### src/rtl/regfile_sequencer.sv
// Command sequencer for the 8-register file: turns one accepted command into
// per-cycle FunSel / RSel / TSel / O1Sel / O2Sel / data-in drives.
module regfile_sequencer #(
  parameter int WIDTH = 8,
  parameter int CNT_W = 4
) (
  input  logic             clk,
  input  logic             rst_n,
  input  logic             cmd_valid,
  output logic             cmd_ready,
  input  logic [2:0]       cmd_op,
  input  logic [2:0]       cmd_dst,
  input  logic [2:0]       cmd_src,
  input  logic [WIDTH-1:0] cmd_imm,
  input  logic [CNT_W-1:0] cmd_cnt,
  input  logic [WIDTH-1:0] rf_o1,
  input  logic [WIDTH-1:0] rf_o2,
  output logic [1:0]       rf_funsel,
  output logic [3:0]       rf_rsel,
  output logic [3:0]       rf_tsel,
  output logic [2:0]       rf_o1sel,
  output logic [2:0]       rf_o2sel,
  output logic [WIDTH-1:0] rf_i,
  output logic             busy,
  output logic             done
);

  localparam logic [2:0] OP_NOP    = 3'b000;
  localparam logic [2:0] OP_CLR    = 3'b001;
  localparam logic [2:0] OP_LDI    = 3'b010;
  localparam logic [2:0] OP_MOV    = 3'b011;
  localparam logic [2:0] OP_INC    = 3'b100;
  localparam logic [2:0] OP_DEC    = 3'b101;
  localparam logic [2:0] OP_SWAP   = 3'b110;
  localparam logic [2:0] OP_CLRALL = 3'b111;

  localparam logic [1:0] FS_DEC  = 2'b00;
  localparam logic [1:0] FS_INC  = 2'b01;
  localparam logic [1:0] FS_LOAD = 2'b10;
  localparam logic [1:0] FS_CLR  = 2'b11;

  typedef enum logic [2:0] {IDLE, READ, WRITE, WRITE2, STEP, DONE} state_t;

  state_t           state, state_nx;
  logic [2:0]       op_q, dst_q, src_q;
  logic [WIDTH-1:0] imm_q, hold_a, hold_b;
  logic [CNT_W-1:0] cnt_q;
  logic [2:0]       o1sel_q, o2sel_q;
  logic [7:0]       en;
  logic             accept;

  // Index 0-3 selects T1..T4, 4-7 selects R1..R4; MSB of each group is the
  // lowest-numbered register. Returned as {rsel, tsel}.
  function automatic logic [7:0] enable_of(input logic [2:0] idx);
    logic [7:0] e;
    e = '0;
    if (idx[2]) e[7:4] = 4'b1000 >> idx[1:0];
    else        e[3:0] = 4'b1000 >> idx[1:0];
    return e;
  endfunction

  assign cmd_ready = (state == IDLE);
  assign accept    = cmd_valid & cmd_ready;
  assign busy      = (state != IDLE);
  assign done      = (state == DONE);
  assign {rf_rsel, rf_tsel} = en;
  // Selects follow the latched indices while reading and hold afterwards.
  assign rf_o1sel  = (state == READ) ? src_q : o1sel_q;
  assign rf_o2sel  = (state == READ) ? dst_q : o2sel_q;

  always_ff @(posedge clk or negedge rst_n) begin
    if (!rst_n) begin
      state   <= IDLE;
      op_q    <= '0;
      dst_q   <= '0;
      src_q   <= '0;
      imm_q   <= '0;
      cnt_q   <= '0;
      hold_a  <= '0;
      hold_b  <= '0;
      o1sel_q <= '0;
      o2sel_q <= '0;
    end else begin
      state <= state_nx;
      if (accept) begin
        op_q  <= cmd_op;
        dst_q <= cmd_dst;
        src_q <= cmd_src;
        imm_q <= cmd_imm;
        cnt_q <= cmd_cnt;
      end else if (state == STEP) begin
        cnt_q <= cnt_q - 1'b1;
      end
      if (state == READ) begin
        hold_a  <= rf_o1;
        hold_b  <= rf_o2;
        o1sel_q <= src_q;
        o2sel_q <= dst_q;
      end
    end
  end

  always_comb begin
    state_nx  = state;
    rf_funsel = FS_DEC;
    rf_i      = '0;
    en        = '0;
    case (state)
      IDLE: begin
        if (accept) begin
          case (cmd_op)
            OP_CLR, OP_LDI, OP_CLRALL: state_nx = WRITE;
            OP_MOV, OP_SWAP:           state_nx = READ;
            OP_INC, OP_DEC:            state_nx = (cmd_cnt != '0) ? STEP : DONE;
            default:                   state_nx = DONE;
          endcase
        end
      end
      READ: state_nx = WRITE;
      WRITE: begin
        case (op_q)
          OP_CLR: begin
            rf_funsel = FS_CLR;
            en        = enable_of(dst_q);
          end
          OP_CLRALL: begin
            rf_funsel = FS_CLR;
            en        = 8'hFF;
          end
          OP_LDI: begin
            rf_funsel = FS_LOAD;
            rf_i      = imm_q;
            en        = enable_of(dst_q);
          end
          default: begin
            rf_funsel = FS_LOAD;
            rf_i      = hold_a;
            en        = enable_of(dst_q);
          end
        endcase
        state_nx = (op_q == OP_SWAP) ? WRITE2 : DONE;
      end
      WRITE2: begin
        rf_funsel = FS_LOAD;
        rf_i      = hold_b;
        en        = enable_of(src_q);
        state_nx  = DONE;
      end
      STEP: begin
        rf_funsel = (op_q == OP_INC) ? FS_INC : FS_DEC;
        en        = enable_of(dst_q);
        // Counter still holds the remaining steps including this one.
        if (cnt_q <= 1) state_nx = DONE;
      end
      DONE:    state_nx = IDLE;
      default: state_nx = IDLE;
    endcase
  end

endmodule

### config.mk
export PLATFORM = sky130hd
export DESIGN_NAME = regfile_sequencer
export DESIGN_NICKNAME = d
export VERILOG_FILES = /design/src/rtl/regfile_sequencer.sv
export SDC_FILE = /design/constraint.sdc
export NUM_CORES = 1
export LEC_CHECK = 0
export ABC_AREA = 1
export CAP_MARGIN = 20
export CORE_MARGIN = 2
export CORE_UTILIZATION = 40
export CTS_BUF_LIST = sky130_fd_sc_hd__clkbuf_4
export DETAILED_ROUTE_END_ITERATION = 10
export PLACE_DENSITY = 0.68
export SLEW_MARGIN = 40
export SYNTH_ARGS = -nofsm -noshare
export SYNTH_HDL_FRONTEND = slang
export SYNTH_SLANG_ARGS = --single-unit
### constraint.sdc
create_clock -name clk -period 1.67 [get_ports clk]
set_input_delay 0.2505 -clock clk [delete_from_list [all_inputs] [get_ports clk]]
set_output_delay 0.2505 -clock clk [all_outputs]
set_load 0.01 [all_outputs]
# --- Word level (Yosys, flattened, before mapping) ---
# Cells that the tools add are included.
op_classes:
  addsub: 1
  magnitude_cmp: 1
  n_eq_ne: 19
  n_shift: 2
  muxes: 21
  bitwise_logic: 1
  n_reduce_logical: 9
ops:
  columns: ["op", "count"]
  rows:
  - ["$pmux 8 s2", 2]
  - ["$eq 3x3->1 const B", 9]
  - ["$mux 4", 6]
  - ["$pmux 8 s3", 1]
  - ["$eq 3x2->1 const B", 5]
  - ["$mux 3", 5]
  - ["$pmux 3 s5", 1]
  - ["$eq 3x1->1 const B", 3]
  - ["$pmux 3 s3", 1]
  - ["$mux 8", 1]
  - ["$shr 4x2->4 const A", 2]
  - ["$pmux 2 s3", 1]
  - ["$reduce_or 2->1", 3]
  - ["$le 4x1->1 const B", 1]
  - ["$ne 2x1->1 const B", 2]
  - ["$reduce_bool 4->1", 1]
  - ["$sub 4x1->4 const B", 1]
  - ["$logic_not 3->1", 1]
  - ["$mux 1", 3]
  - ["$reduce_bool 3->1", 1]
  - ["$reduce_or 3->1", 1]
  - ["$reduce_and 2->1", 1]
  - ["$reduce_bool 2->1", 1]
  - ["$and 1x1->1", 1]
totals:
  regBits: 46
  input_bits: 40
  output_inout_bits: 27
  wordCells: 64

# --- Depth between registers and ports, before layout ---
# Gate-level depths: netlist (run 1).
logic_depth:
  word_depth: 5
  depth_mapped: 8
  ltp_nobuf: 8

# --- Worst setup path after synthesis (run 1) ---
# OpenSTA, ideal clock, no wires.
synth_path:
  kind: "flip-flop to output port"
  start: "reg state[1]"
  end: "out rf_o1sel[2]"
  arrival_time_ns: 1.247
  required_time_ns: 1.419
  path_slack_ns: 0.172
  stages_incl_launch_ff: 4
  path_buffers: 0
  path_cell_list: "dfrtp_1 > nor3_4 > inv_4 > o21ai_0"
synth_between:
  elab_chain_cells: 2
synth_rtl:
  columns: ["item", "line", "text"]
  rows:
  - ["start, declared", "44", "state_t state, state_nx;"]
  - ["start signal, assigned", "84", "state <= state_nx;"]
  - ["$eq 3x1->1", "68", "assign rf_o1sel = (state == READ) ? src_q : o1sel_q;"]
  - ["$mux 3", null, null]
  - ["end, declared", "21", "output logic [2:0] rf_o1sel,"]
# No other way between the ends.

# --- Final worst setup path (run 1) ---
layout_path:
  start: "reg op_q[0]"
  end: "out rf_i[3]"
layout_between:
  elab_chain_cells: 4
  elab_cells_between_ends: 6
  classes_between: "3 x eq/ne; 2 x mux; 1 x reduce/logical"
layout_rtl:
  columns: ["item", "line", "text"]
  rows:
  - ["start, declared", "45", "logic [2:0] op_q, dst_q, src_q;"]
  - ["start signal, assigned", "86", "op_q <= cmd_op;"]
  - ["$eq 3x3->1 or $eq 3x1->1 (tied branches)", "121", "case (op_q)"]
  - ["$reduce_or 2->1 (no line)", null, null]
  - ["$pmux 8 s2 (*)", "121", null]
  - ["$pmux 8 s2 (*)", "108", "case (state)"]
  - ["end, declared", "23", "output logic [WIDTH-1:0] rf_i,"]
# Every way passes the cells marked *; elsewhere a longest branch is shown, timed or not.

==> metrics.csv, run 1 <==
metric;value;unit
num ports;67;
Worst Path Required;1420;ps
Routability Congestion;0.885;
Initial Utilization;41.3;%
Slowest-stage cell, CP;dfrtp_2;
total grt overflow;0;
end of the critical path;rf_i[3];
Final #Nets;497;
HPWL after DPL;4.48;mm
clock network power share;11.9;%
H-tree depth;2;
clk slew on worst S/H paths;140;ps
Post-synth EDFFs;0;
sequential area share after synthesis;47.1;%
R2R Path End;imm_q[3]$_DFFE_PN0P_;
CTS root buffer;clkbuf_4;
number of global-route vias before repair;2355;
highest-count cells in the layout ignoring fill and taps;nand2_1 (145), dfrtp_1 (43), clkdlybuf4s50_1 (38);
Mapped Cells;327;
initial antenna violation count;0;
Max Cap Viol;0;
GRT Resource Usage Total;20.5;%
critical-path cell list;nor3_4, buf_6, nor2_4, buf_6, nand2_2, nand2_1, nand2_1, nand2_1, buf_2;
commonest non-fill, non-tap cell in the layout;nand2_1;
Crit Reg-Reg Startpoint;state[1]$_DFFE_PN0P_;
Core Rows;28;
Hold/Removal Path Class;in -> async;
Die X-Extent;82.2;um
FF+latch count, synth;46;
ys async rst share;100;%
first-pass GRT wire length;10.6;mm
RSZ-0062 raised after global routing;yes;
Synth Flop Type;dfrtp_1;
CTS sink count;46;
Antenna diodes;0;
CP dominant cell by count;nand2_1;
Core Region;5920;um^2
sequential power share;29.0;%
crit path kind;reg -> out;
Tightest Pin Transition;309;ps
via count;2542;
Syn Area/Cell;7.48;um^2
cells on worst reg2reg path;12;
Crit. path cell count;9;
Worst Setup SP;op_q[0]$_DFFE_PN0P_;
syn nets;369;
CP arrival;1740;ps
Max clock buf depth;2;
drt via density;4.79;
router iterations before antenna repair;4;
DRC viols;0;
Hold WS;372;ps
Switch Pwr;2.90;mW
drt initial violations;123;
Worst-Skew Late Latency;370;ps
Synth cell types;27;
Die Footprint;6750;um^2
Switching Share;40.9;%
status;finished, violations left;
Worst Setup Start Kind;flop;
internal power;4.19;mW
setup slack after layout;-324;ps
r2r setup slk;-90;ps
Worst Skew;10.3;ps
Pwr Density;1760;nW/um^2
fin crit period;1990;ps
slew margin rel.;79.2;%
Comb pwr share;59.1;%
crit path max fanout;5;
Worst path max stage delay;470;ps
DP Worst Slack;-290;ps
Slew Viols, Final;0;
number of synthesis warnings;0;
number of port buffers;66;
Post-DRT Antenna Nets;0;
synth-to-layout area growth;65.1;%
static leakage;2.10;nW
Die Y;82.2;um
Largest delay share family, worst path;simple AND/OR/NAND/NOR gates;
worst vdd ir;0.790;mV
Num CTS Buffers;5;
Hold Fails Final Rpt;0;
wire per inst;13.2;um
Syn Std Cell Area;2440;um^2
overall routed net length;7.02;mm
period utilization;119;%
crit path buf inv count;3;
CTS tree;done;
Power, Total;7.10;mW
Max Fclk;501;MHz
final setup fails;47;
layout cells sized above 1;36.4;%
largest net degree at the start of global routing;47;
failing checks;setup timing;
CP Capture Type;output port;
-- per-layer routing --
metal  vias up  GRT usage, %  wire length, um
met4         0          6.00              122
met5         -             0                0
met1      1176          27.4             3020
li1       1285             -                -
met3        13          3.59              330
met2        68          34.1             3540
-- power groups by stage --
stage / Combinational (mW) / Sequential [mW] / Clock [mW]
floorplan: 1.78 / 1.97 / 0
global placement: 2.98 / 1.99 / 0
detailed placement: 3.05 / 2.02 / 0
CTS: 3.40 / 2.02 / 0.867
global route: 4.62 / 2.13 / 0.906
finish: 4.20 / 2.06 / 0.843
-- through the flow --
stage               utilization, %  instances  area [um^2]  setup TNS (ps)
floorplan                        -        327         2440               0
global placement              56.8        489         3360           -4900
detailed placement            56.8        489         3360           -5470
CTS                           62.0        513         3670           -5540
global route                  68.2        531         4040          -10530
finish                        68.2        531         4040           -6680
-- worst min path at each step --
stage / startpoint / end / cells past startpoint
after floorplan: rst_n / cnt_q[0]$_DFFE_PN0P_ / 0
after global placement: rst_n / imm_q[7]$_DFFE_PN0P_ / 2
after detailed placement: rst_n / hold_a[7]$_DFFE_PN0P_ / 2
after CTS: rst_n / hold_a[7]$_DFFE_PN0P_ / 3
after global routing: rst_n / hold_a[7]$_DFFE_PN0P_ / 3
final: rst_n / hold_a[7]$_DFFE_PN0P_ / 3
-- repair_timing --
item	4_1_cts	5_1_grt
hold buffers	1	0
gates resized for setup	153	61
gates cloned	0	2
setup buffers	16	19
endpoints found under the hold margin	46	0
endpoints found under the setup margin	36	48
pin swaps	14	25
-- worst register-to-register path: cells and delay by family (launching register included) --
kind          cells  cell delay [ps]
simple gates      5              430
buf+inv           7              790
flops             1              460
-- cell usage after synthesis (3+ instances only) --
master    instances  share of area (%)
a21oi_1           4               0.82
buf_6             5                2.3
dfrtp_1          46                 47
inv_1            21                3.2
inv_2             3               0.46
nand2_1         169                 26
nand3_1          13                2.7
nand4_1           8                2.0
nor2_1           15                2.3
nor2_4            3                1.4
o211ai_1          3               0.92
o21ai_0          13                2.7
o21ai_2           6                2.1
-- cell families after synthesis --
kind of cell / Yosys count / synth area share (%)
adders and majority gates: 2 / 1.02
and+or+nand+nor: 218 / 37.6
AOI/OAI and AO/OA: 26 / 6.55
buffers and inverters: 33 / 7.06
DFF: 46 / 47.1
xor gates and xnor gates: 2 / 0.717
-- registers in the layout, summed over array words and instances, names as in the netlist --
name	cells
hold_a	8
hold_b	8
imm_q	8
cnt_q	4
dst_q	3
o1sel_q	3
o2sel_q	3
op_q	3
src_q	3
state	3
-- cell type report --
| type | count | area, um^2 |
|---|---|---|
| Fill cell | 481 | 1880 |
| Multi-Input combinational cell | 248 | 1350 |
| Timing Repair Buffer | 128 | 1210 |
| Sequential cell | 46 | 1150 |
| Inverter | 25 | 109 |
| Tap cell | 75 | 93.8 |
| Clock inverter | 3 | 68.8 |
| Clock buffer | 5 | 37.5 |
| Timing Repair inverter | 1 | 8.76 |
(Power assumes the default switching activity.)
==> run 2, diff against run 1 <==
--- a/config.mk
+++ b/config.mk
@@ -12,6 +12,7 @@
 export CTS_BUF_LIST = sky130_fd_sc_hd__clkbuf_4
 export DETAILED_ROUTE_END_ITERATION = 10
 export PLACE_DENSITY = 0.68
+export SETUP_SLACK_MARGIN = 0.2
 export SLEW_MARGIN = 40
 export SYNTH_ARGS = -nofsm -noshare
 export SYNTH_HDL_FRONTEND = slang
==> metrics.csv, run 2 (synthesis results as in run 1) <==
metric;value;unit
Die X-Extent;82.2;um
Routability Congestion;0.877;
GRT Resource Usage Total;23.1;%
router iterations before antenna repair;4;
CP Capture Type;output port;
largest net degree at the start of global routing;29;
CP arrival;1820;ps
DP Worst Slack;-322;ps
r2r setup slk;-180;ps
Num CTS Buffers;5;
Tightest Pin Transition;479;ps
final setup fails;61;
highest-count cells in the layout ignoring fill and taps;nand2_1 (131), dfrtp_1 (43), clkdlybuf4s50_1 (38);
DRC viols;0;
Initial Utilization;41.3;%
Die Footprint;6750;um^2
Final #Nets;504;
setup slack after layout;-400;ps
Worst Path Required;1420;ps
HPWL after DPL;4.64;mm
synth-to-layout area growth;65.9;%
clk slew on worst S/H paths;150;ps
Die Y;82.2;um
initial antenna violation count;0;
num ports;67;
failing checks;setup timing;
crit path buf inv count;4;
overall routed net length;7.81;mm
CTS sink count;46;
Worst Setup Start Kind;flop;
total grt overflow;0;
Pwr Density;1780;nW/um^2
period utilization;124;%
Worst-Skew Late Latency;380;ps
number of port buffers;66;
RSZ-0062 raised after global routing;yes;
Worst path max stage delay;490;ps
drt via density;4.98;
Core Rows;28;
Worst Skew;20.5;ps
number of global-route vias before repair;2567;
Crit Reg-Reg Startpoint;state[0]$_DFFE_PN0P_;
worst vdd ir;0.847;mV
fin crit period;2070;ps
Max Cap Viol;0;
Post-DRT Antenna Nets;0;
Slowest-stage cell, CP;dfrtp_2;
via count;2680;
first-pass GRT wire length;11.9;mm
slew margin rel.;68.1;%
CP dominant cell by count;buf_6;
H-tree depth;2;
commonest non-fill, non-tap cell in the layout;nand2_1;
CTS tree;done;
status;finished, violations left;
Hold/Removal Path Class;in -> async;
Core Region;5920;um^2
Max clock buf depth;2;
crit path max fanout;5;
wire per inst;14.5;um
static leakage;2.09;nW
Worst Setup SP;state[1]$_DFFE_PN0P_;
setup_tns;-11190;ps
Hold WS;333;ps
Largest regs;hold_a x8, hold_b x8, imm_q x8;
CTS root buffer;clkbuf_4;
layout cells sized above 1;40.2;%
Slew Viols, Final;0;
Largest delay share family, worst path;flip-flops;
Max Fclk;483;MHz
critical-path cell list;nor3_4, inv_4, buf_6, buf_6, nand2_4, o21ai_2, buf_2;
Antenna diodes;0;
Hold Fails Final Rpt;0;
fillers;442;
drt initial violations;148;
crit path kind;reg -> out;
==> run 2: changes by cell type in the layout (fill, tap and decap cells not counted), sizes merged <==
cell	before	now
buf	87	96
clkbuf	7	5
bufinv	2	0
clkinv	2	0
clkinvlp	0	3
inv	25	26
==> run 2: routing by layer <==
| layer | wire [um] | track usage [%] | vias up |
|---|---|---|---|
| li1 | - | - | 1294 |
| met1 | 3260 | 28.1 | 1276 |
| met2 | 4040 | 40.6 | 93 |
| met3 | 376 | 3.91 | 17 |
| met4 | 144 | 8.67 | 0 |
| met5 | 0 | 0 | - |
==> run 2: where the power goes <==
group / total [mW] / internal, mW / switching [mW] / leakage (nW)
Clock: 0.568 / 0.169 / 0.399 / 0.0278
Sequential: 2.10 / 1.66 / 0.446 / 0.567
Combinational: 4.53 / 2.21 / 2.33 / 1.49
==> run 2: final timing paths <==
path                                               to  cells past startpoint
worst max register to register   src_q[0]$_DFFE_PN0P_                     12
min in group clk                hold_a[6]$_DFFE_PN0P_                      3
worst max-delay path                      rf_o1sel[2]                      7
worst min-delay path             imm_q[1]$_DFFE_PN0P_                      2
worst min register to register   o1sel_q[0]$_DFF_PN0_                      2
max in group asynchronous        src_q[2]$_DFFE_PN0P_                      3
==> run 2: cell type report <==
class | instances | area [um^2] | share of cell area (%)
clock buffers | 5 | 37.5 | 0.926
clock inverters | 3 | 23.8 | 0.586
inverters | 25 | 109 | 2.68
multi-input cells | 248 | 1380 | 34.0
flip-flops and latches | 46 | 1150 | 28.5
well taps | 75 | 93.8 | 2.31
repair buffers | 135 | 1250 | 30.9
repair inverters | 1 | 7.51 | 0.185
==> run 2: timing repair <==
item | 4_1_cts | 5_1_grt
endpoints found under the setup margin | 49 | 70
resized for setup | 208 | 37
buffers inserted | 27 | 11
endpoints found under the hold margin | 18 | 0
pin swaps | 29 | 26
hold buffers | 1 | 0
gates cloned | 3 | 0
==> run 2: through the flow <==
step | cells | instance area (um^2) | utilization, % | power, mW
6_report | 538 | 4060 | 68.5 | 7.20
3_5_place_dp | 488 | 3350 | 56.6 | 5.07
4_1_cts | 527 | 3840 | 64.9 | 6.58
5_1_grt | 538 | 4060 | 68.5 | 7.69
3_3_place_gp | 488 | 3350 | 56.6 | 5.00
2_1_floorplan | 327 | 2440 | - | 3.75
